<file path="config.mk">
export PLATFORM = sky130hd
export DESIGN_NAME = clk_rst_sequencer
export DESIGN_NICKNAME = d
export VERILOG_FILES = /design/src/rtl/clk_rst_sequencer.sv
export SDC_FILE = /design/constraint.sdc
export NUM_CORES = 1
export LEC_CHECK = 0
export CAP_MARGIN = 20
export CORE_UTILIZATION = 60
export CTS_BUF_LIST = sky130_fd_sc_hd__clkbuf_2
export DETAILED_ROUTE_END_ITERATION = 8
export MAX_ROUTING_LAYER = met4
export PLACE_DENSITY = 0.79
export SYNTH_ARGS = -nofsm -noshare
export SYNTH_HDL_FRONTEND = slang
export SYNTH_SLANG_ARGS = --single-unit
</file>
<file path="constraint.sdc">
create_clock -name clk -period 4.4 [get_ports clk]
set_input_delay 0.88 -clock clk [delete_from_list [all_inputs] [get_ports clk]]
set_output_delay 0.88 -clock clk [all_outputs]
set_load 0.05 [all_outputs]
</file>
<file path="src/rtl/clk_rst_sequencer.sv">
`timescale 1ns/1ps
// Power-up sequencer: qualifies PLL lock, then releases camera, SCCB config and LCD resets in order.
// Latency: 2-cycle lock synchronizer, outputs registered from next state; no backpressure, lock loss or timeouts force recovery.
module clk_rst_sequencer #(
    parameter int LOCK_STABLE_CYCLES  = 1024,
    parameter int STAGE_GAP_CYCLES    = 256,
    parameter int CFG_TIMEOUT_CYCLES  = 1048576,
    parameter int LOCK_TIMEOUT_CYCLES = 65536,
    parameter int CCC_RST_CYCLES      = 16,
    parameter int MAX_RETRIES         = 3
) (
    input  logic       clk,
    input  logic       rst_n,
    input  logic       pll_lock,
    input  logic       cfg_done,
    output logic       ccc_rst_n,
    output logic       cam_rst_n,
    output logic       cfg_rst_n,
    output logic       lcd_rst_n,
    output logic       sys_ready,
    output logic       fault,
    output logic [2:0] state_o
);

    localparam logic [2:0] S_WAIT_LOCK = 3'd0;
    localparam logic [2:0] S_CCC_RST   = 3'd1;
    localparam logic [2:0] S_REL_CAM   = 3'd2;
    localparam logic [2:0] S_REL_CFG   = 3'd3;
    localparam logic [2:0] S_REL_LCD   = 3'd4;
    localparam logic [2:0] S_RUN       = 3'd5;
    localparam logic [2:0] S_FAULT     = 3'd6;

    localparam int LW = (LOCK_STABLE_CYCLES  > 1) ? $clog2(LOCK_STABLE_CYCLES)  : 1;
    localparam int TW = (LOCK_TIMEOUT_CYCLES > 1) ? $clog2(LOCK_TIMEOUT_CYCLES) : 1;
    localparam int GW = (STAGE_GAP_CYCLES    > 1) ? $clog2(STAGE_GAP_CYCLES)    : 1;
    localparam int FW = (CFG_TIMEOUT_CYCLES  > 1) ? $clog2(CFG_TIMEOUT_CYCLES)  : 1;
    localparam int CW = (CCC_RST_CYCLES      > 1) ? $clog2(CCC_RST_CYCLES)      : 1;
    localparam int RW = (MAX_RETRIES > 0) ? $clog2(MAX_RETRIES + 1) : 1;

    localparam logic [LW-1:0] LOCK_LAST  = LW'(LOCK_STABLE_CYCLES - 1);
    localparam logic [TW-1:0] TO_LAST    = TW'(LOCK_TIMEOUT_CYCLES - 1);
    localparam logic [GW-1:0] GAP_LAST   = GW'(STAGE_GAP_CYCLES - 1);
    localparam logic [FW-1:0] CFG_LAST   = FW'(CFG_TIMEOUT_CYCLES - 1);
    localparam logic [CW-1:0] CCC_LAST   = CW'(CCC_RST_CYCLES - 1);
    localparam logic [RW-1:0] RETRY_MAX  = RW'(MAX_RETRIES);

    logic          sync1;
    logic          lock_s;
    logic [2:0]    state;
    logic [2:0]    state_nxt;
    logic [LW-1:0] lock_cnt;
    logic [TW-1:0] to_cnt;
    logic [GW-1:0] gap_cnt;
    logic [FW-1:0] cfg_cnt;
    logic [CW-1:0] ccc_cnt;
    logic [RW-1:0] retries;

    assign state_o = state;

    always_comb begin
        state_nxt = state;
        case (state)
            S_WAIT_LOCK: begin
                // Qualification is tested first so it wins a tie with the timeout.
                if (lock_s && (lock_cnt == LOCK_LAST))
                    state_nxt = S_REL_CAM;
                else if (to_cnt == TO_LAST)
                    state_nxt = (retries < RETRY_MAX) ? S_CCC_RST : S_FAULT;
            end
            S_CCC_RST: begin
                if (ccc_cnt == CCC_LAST)
                    state_nxt = S_WAIT_LOCK;
            end
            S_REL_CAM: begin
                if (!lock_s)
                    state_nxt = S_WAIT_LOCK;
                else if (gap_cnt == GAP_LAST)
                    state_nxt = S_REL_CFG;
            end
            S_REL_CFG: begin
                if (!lock_s)
                    state_nxt = S_WAIT_LOCK;
                else if (cfg_done)
                    state_nxt = S_REL_LCD;
                else if (cfg_cnt == CFG_LAST)
                    state_nxt = S_FAULT;
            end
            S_REL_LCD: begin
                state_nxt = lock_s ? S_RUN : S_WAIT_LOCK;
            end
            S_RUN: begin
                if (!lock_s)
                    state_nxt = S_WAIT_LOCK;
            end
            S_FAULT: begin
                state_nxt = S_FAULT;
            end
            default: begin
                state_nxt = S_WAIT_LOCK;
            end
        endcase
    end

    always_ff @(posedge clk) begin
        if (!rst_n) begin
            sync1     <= 1'b0;
            lock_s    <= 1'b0;
            state     <= S_WAIT_LOCK;
            lock_cnt  <= '0;
            to_cnt    <= '0;
            gap_cnt   <= '0;
            cfg_cnt   <= '0;
            ccc_cnt   <= '0;
            retries   <= '0;
            ccc_rst_n <= 1'b1;
            cam_rst_n <= 1'b0;
            cfg_rst_n <= 1'b0;
            lcd_rst_n <= 1'b0;
            sys_ready <= 1'b0;
            fault     <= 1'b0;
        end else begin
            sync1  <= pll_lock;
            lock_s <= sync1;
            state  <= state_nxt;

            // Every counter restarts on state entry, so none can wrap.
            if (state_nxt != state) begin
                lock_cnt <= '0;
                to_cnt   <= '0;
                gap_cnt  <= '0;
                cfg_cnt  <= '0;
                ccc_cnt  <= '0;
            end else begin
                case (state)
                    S_WAIT_LOCK: begin
                        lock_cnt <= lock_s ? lock_cnt + 1'b1 : '0;
                        to_cnt   <= to_cnt + 1'b1;
                    end
                    S_CCC_RST: ccc_cnt <= ccc_cnt + 1'b1;
                    S_REL_CAM: gap_cnt <= gap_cnt + 1'b1;
                    S_REL_CFG: cfg_cnt <= cfg_cnt + 1'b1;
                    default: ;
                endcase
            end

            if ((state == S_WAIT_LOCK) && (state_nxt == S_CCC_RST))
                retries <= retries + 1'b1;
            else if (state_nxt == S_RUN)
                retries <= '0;

            // FAULT is absorbing, so decoding fault from it keeps the flag sticky.
            ccc_rst_n <= (state_nxt != S_CCC_RST);
            cam_rst_n <= (state_nxt inside {S_REL_CAM, S_REL_CFG, S_REL_LCD, S_RUN});
            cfg_rst_n <= (state_nxt inside {S_REL_CFG, S_REL_LCD, S_RUN});
            lcd_rst_n <= (state_nxt inside {S_REL_LCD, S_RUN});
            sys_ready <= (state_nxt == S_RUN);
            fault     <= (state_nxt == S_FAULT);
        end
    end

endmodule
</file>
==> results of run 1 <==
## cells in the mapped netlist (5+ instances only)
library cell	count
and3_1	7
buf_6	5
dfxtp_1	71
ha_1	6
inv_1	6
nand2_1	35
nand3_1	14
nand4_1	18
nor2_1	74
nor3_1	10
xnor2_1	17
xor2_1	36
## layout by cell type (no fill, tap or decap), types with 2 or more instances in the layout
cell type        count
nor2_1              74
dfxtp_1             71
xor2_1              36
nand2_1             35
nand4_1             18
xnor2_1             17
nand3_1             14
clkdlybuf4s50_1     12
nor3_1              10
clkbuf_2            10
and3_1               7
inv_1                6
ha_1                 6
and4_1               4
nor4_1               4
and2_1               4
o21ai_0              4
a21oi_1              4
nand2b_1             4
mux2i_1              3
clkinv_1             3
nand4b_1             2
nor3b_1              2
nor4_2               2
or3_1                2
a21oi_2              2
clkinv_2             2
buf_4                2
## path summary, 6_finish.rpt
| path | slack [ps] | to | depth (start not counted) | startpoint |
|---|---|---|---|---|
| worst max-delay path | 1200 | gap_cnt[4] | 7 | state_o[0] |
| worst min-delay path | 480 | retries[0] | 1 | retries[0] |
| worst max register to register | 1200 | gap_cnt[4] | 7 | state_o[0] |
| worst min register to register | 480 | retries[0] | 1 | retries[0] |
## flip-flops by register name, indices dropped and copies added (netlist names)
signal and cells:
lock_s 1, cfg_cnt 20, to_cnt 16, lock_cnt 10, lcd_rst_n 1, sys_ready 1
sync1 1, cam_rst_n 1, state_o 3, cfg_rst_n 1, gap_cnt 8, fault 1
ccc_cnt 4, retries 2, ccc_rst_n 1
## power groups by stage
stage / Combinational (mW) / Clock [mW] / Sequential (mW)
after floorplan: 0.0225 / 0 / 0.663
after global placement: 0.0244 / 0 / 0.664
after detailed placement: 0.0249 / 0 / 0.664
after CTS: 0.0250 / 0.354 / 0.651
after global routing: 0.0280 / 0.389 / 0.653
final: 0.0246 / 0.341 / 0.651
## layer usage
layer  track usage, %  up-vias
li1                 -     1268
met4            6.790        0
met3            9.103        8
met5                -        -
met1            25.27     1131
met2            39.94       49
## final cells by class
cell class | instances | area (µm²)
sequential | 71 | 1421
timing repair buffer | 14 | 135.1
clock inverter | 6 | 51.30
tap | 70 | 87.58
multi-input combinational | 275 | 1697
clock buffer | 10 | 50.05
fill | 452 | 1675
inverter | 6 | 22.52
## per-stage QoR
stage	area (µm²)	setup WS [ps]	hold slack, ps
2_1_floorplan	3218	1937	411.8
3_5_place_dp	3363	1155	449.6
4_1_cts	3465	1157	474.4
5_1_grt	3465	850.8	494.4
6_report	3465	1204	481.0
3_3_place_gp	3363	1208	429.8
## cell families after synthesis
group / after synthesis
simple gates: 190
flops: 71
xor+xnor: 53
compound gates: 23
buf+inv: 16
fa+ha+maj: 6
mux: 3
==> results.py, run 1 <==
metrics = {
    "critical_path": {
        "critPathMaxStageDelay_ps": 650,
        "crit_slowest_cell": "nor4_1",
        "critPathBufInv": 1,
        "cp_max_fo": 27,
        "required_ps": 4800,
        "cp.arrival_ps": 3590,
        "crit_type": "flop to flop",
        "crit_path_cell_trace": "nor4b_2 -> nand4_1 -> nor4_1 -> nor4_2 -> a22oi_4 -> buf_4 -> nor2_1",
        "critPathTopFamily": "simple AND/OR/NAND/NOR gates",
        "end_kind": "flop",
        "critPathLaunchType": "flop",
    },
    "die": {
        "fp.dieH_um": 75.24,
        "die_area_mm2": 0.005660,
        "fp-row-count": 26,
        "core_area_mm2": 0.005140,
        "pin_count": 13,
        "initial_core_util_pct": 62.61,
        "die_x_um": 75.24,
    },
    "placed_design": {
        "place_inst": 436,
        "gp_congestion": 0.8839,
        "port_buffers": 12,
        "hpwl_um": 3900,
    },
    "global_routing": {
        "grtUsageTotal_pct": 23.40,
        "grt_pass1_wl_um": 9473,
        "grt_max_degree": 28,
        "antenna_found_initial": 0,
        "grt_overflow": 0,
        "grt_pass1_vias": 2216,
    },
    "routing": {
        "dr.max_layer_used": "met4",
        "route.met3.wl_um": 278,
        "vias": 2456,
        "viasPerCell": 5.434,
        "dr.pass1.iters": 4,
        "drc": 0,
        "final_antenna_net_count": 0,
        "routedWlPerCell_um": 12.62,
        "drt-met1-wl_um": 2561,
        "initialDrtViolationCount": 91,
        "dr_wl_met2_um": 2801,
        "wl_um": 5704,
    },
    "outcome": {
        "status": "finished, final reports clean",
    },
    "yosys": {
        "ys_seq_elements": 71,
        "synth_xor_area_share_pct": 14.42,
        "synth_edf_count": 0,
        "syn_nets": 372,
        "synthSimpleGateAreaFrac_pct": 29.24,
        "synth_area_leaders": "dfxtp_1 44%, xor2_1 9.8%, nor2_1 8.6%",
        "yosysTopAreaCell": "dfxtp_1",
        "synth_fa_ha_area_share_pct": 2.333,
        "yosys_warnings": 0,
        "yosys_most_used_dff": "dfxtp_1",
        "synth_top_area_share_pct": 44.17,
        "synth_top_family_by_area": "simple AND/OR/NAND/NOR gates",
        "synth-compound-area-share_pct": 5.793,
        "ys_seq_area_share_pct": 44.17,
        "ys_types": 47,
        "synthesis.area_mm2": 0.003218,
        "synth_cells": 362,
        "ys_async_sr_fraction_pct": 0,
        "synthMuxAreaShare_pct": 0.9331,
        "avgSynthCellArea_um2": 8.890,
    },
    "clock_network": {
        "htreeDepth": 3,
        "cts_hold_buf": 0,
        "clk_latency_ps": 510,
        "cts_buffers": 9,
        "tritoncts": "built",
        "cts.repair.resized": 0,
        "cts-root-buf": "clkbuf_2",
        "path_clk_slew_ps": 170,
        "cts_setup_buffers": 0,
        "clock_path_buffers": 2,
        "clock-sinks": 71,
    },
    "power_and_ir_drop": {
        "p_sw_mw": 0.2331,
        "total_power_mw": 1.017,
        "switching_share_pct": 22.93,
        "combinationalPowerShare_pct": 2.4,
        "irDropWorstVdd_mv": 0.2079,
        "power.share.clock_pct": 33.5,
        "p_leak_nw": 1.266,
        "pwr-share-seq_pct": 64.1,
        "powerDensity_mw_per_mm2": 293.4,
        "p_int_mw": 0.7835,
    },
    "timing": {
        "worst_clock_skew_ps": 22.40,
        "rsz0062_at_grt": "no",
        "final_hold_viol_count": 0,
        "worstMarginPinSlew_ps": 822.5,
        "maxSlewViolCount": 0,
        "min_period_over_period_pct": 72.63,
        "setup_violations": 0,
        "timing.final.crit_period_ps": 3196,
        "fin_tns_setup_ps": 0,
        "slew_headroom_pct": 44.66,
        "fmax_mhz": 312.9,
    },
    "layout": {
        "layout.cells.non_filler": 452,
        "syn2layout_area_growth_pct": 7.659,
        "n_antenna_cell": 0,
        "fin_nets": 387,
        "drive_above_1_share_pct": 7.592,
        "post-route-util_pct": 67.41,
    },
    "flow_run": {
        "max-cap-violations": 0,
    },
    "min_path": {
        "hp-class": "flop to flop",
    },
}
Power figures use the tool's default switching activity.
==> inputs of run 2 (changes only) <==
==> constraint.sdc (replaced) <==
create_clock -name clk -period 3.2 [get_ports clk]
set_input_delay 0.64 -clock clk [delete_from_list [all_inputs] [get_ports clk]]
set_output_delay 0.64 -clock clk [all_outputs]
set_load 0.05 [all_outputs]
==> run 2 against run 1 <==
Effect of this change: wire length increased by 0.33%; core utilization up 0.85 points; sequential share of layout area fell by 0.51 points; cell area up 1.3%; register-to-register slack worse by 700 ps; die area unchanged.
==> results.py, run 2 (synthesis gave the netlist of run 1 again) <==
metrics = {
    "timing": {
        "final_hold_viol_count": 0,
        "setup_violations": 0,
        "maxSlewViolCount": 0,
        "worst_clock_skew_ps": 22.72,
        "rsz0062_at_grt": "no",
        "worstMarginPinSlew_ps": 719.0,
        "holdWs_ps": 471.0,
        "fin_tns_setup_ps": 0,
        "min_period_over_period_pct": 85.04,
        "timing.final.crit_period_ps": 2721,
        "slew_headroom_pct": 51.62,
        "fmax_mhz": 367.5,
    },
    "clock_network": {
        "cts.repair.resized": 0,
        "cts_setup_buffers": 0,
        "tritoncts": "built",
        "htreeDepth": 3,
        "cts_buffers": 9,
        "cts_hold_buf": 0,
        "path_clk_slew_ps": 180,
        "clock-sinks": 71,
        "clock_path_buffers": 2,
        "cts-root-buf": "clkbuf_2",
        "clk_latency_ps": 490,
    },
    "min_path": {
        "hp-class": "flop to flop",
    },
    "critical_path": {
        "crit_type": "flop to output port",
        "end_kind": "output port",
        "critPathMaxStageDelay_ps": 910,
        "crit_path_cell_trace": "clkdlybuf4s50_1",
        "required_ps": 2560,
        "critPathBufInv": 1,
        "cp_max_fo": 16,
        "critPathLaunchType": "flop",
        "critPathTopFamily": "buffers and inverters",
        "crit_slowest_cell": "clkdlybuf4s50_1",
        "cp.arrival_ps": 2080,
    },
    "global_routing": {
        "grt_overflow": 0,
        "grt_pass1_vias": 2227,
        "antenna_found_initial": 0,
        "grt_pass1_wl_um": 9459,
        "grtUsageTotal_pct": 23.20,
        "grt_max_degree": 34,
    },
    "routing": {
        "dr.pass1.iters": 4,
        "vias": 2501,
        "final_antenna_net_count": 0,
        "dr.max_layer_used": "met4",
        "initialDrtViolationCount": 99,
        "dr_wl_met2_um": 2742,
        "wl_um": 5723,
        "routedWlPerCell_um": 12.47,
        "drc": 0,
        "drt-met1-wl_um": 2648,
        "route.met3.wl_um": 245,
        "viasPerCell": 5.449,
    },
    "layout": {
        "layout_common_cells": "74 x nor2_1, 71 x dfxtp_1, 36 x xor2_1",
        "drive_above_1_share_pct": 9.512,
        "largest-register": "cfg_cnt",
        "syn2layout_area_growth_pct": 9.020,
        "largest_reg_flops": 20,
        "reg_top3": "cfg_cnt: 20 flops, to_cnt: 16 flops, lock_cnt: 10 flops",
        "layout.cells.non_filler": 459,
        "n_antenna_cell": 0,
        "fin_nets": 394,
        "fillers": 464,
        "post-route-util_pct": 68.26,
        "final_common_cell": "nor2_1",
    },
    "die": {
        "core_area_mm2": 0.005140,
        "pin_count": 13,
        "fp-row-count": 26,
        "fp.dieH_um": 75.24,
        "initial_core_util_pct": 62.61,
        "die_area_mm2": 0.005660,
        "die_x_um": 75.24,
    },
    "power_and_ir_drop": {
        "irDropWorstVdd_mv": 0.2456,
        "powerDensity_mw_per_mm2": 377.1,
        "p_leak_nw": 1.296,
    },
    "placed_design": {
        "port_buffers": 12,
        "hpwl_um": 4138,
        "place_inst": 443,
        "gp_congestion": 0.8749,
    },
    "outcome": {
        "status": "finished, final reports clean",
    },
    "flow_run": {
        "max-cap-violations": 0,
    },
}
-- run 2: layer usage --
metal,GRT usage (%),up-vias
li1,-,1281
met1,26.27,1163
met2,37.84,45
met3,7.363,12
met4,9.877,0
met5,-,-
-- run 2: path summary, 6_finish.rpt --
path / depth (start not counted) / slack [ps] / to / start
max: 1 / 480 / state_o[2] / state_o[2]
min: 1 / 470 / lock_s / sync1
max reg2reg: 8 / 500 / to_cnt[6] / cfg_cnt[0]
min reg2reg: 1 / 470 / lock_s / sync1
-- run 2: metrics by stage --
step	worst slack [ps]	power [mW]	instance area, µm²
finish	478.6	1.323	3508
global route	311.7	1.384	3508
CTS	446.6	1.339	3508
detailed placement	454.0	0.9532	3428
global placement	545.4	0.9517	3428
floorplan	737.3	0.9423	3218
-- run 2: cell type report --
| type | count | area, µm² | share of cell area [%] |
|---|---|---|---|
| repair buffers | 21 | 200.2 | 5.706 |
| inverters | 6 | 22.52 | 0.6419 |
| flip-flops and latches | 71 | 1421 | 40.51 |
| well taps | 70 | 87.58 | 2.496 |
| multi-input cells | 275 | 1697 | 48.36 |
| clock inverters | 5 | 25.02 | 0.7133 |
| clock buffers | 11 | 55.05 | 1.569 |
-- run 2: power by group --
group | internal, mW | switching, mW | total (mW)
registers | 0.890 | 0.00535 | 0.895
clock network | 0.101 | 0.287 | 0.388
logic | 0.0175 | 0.0219 | 0.0394
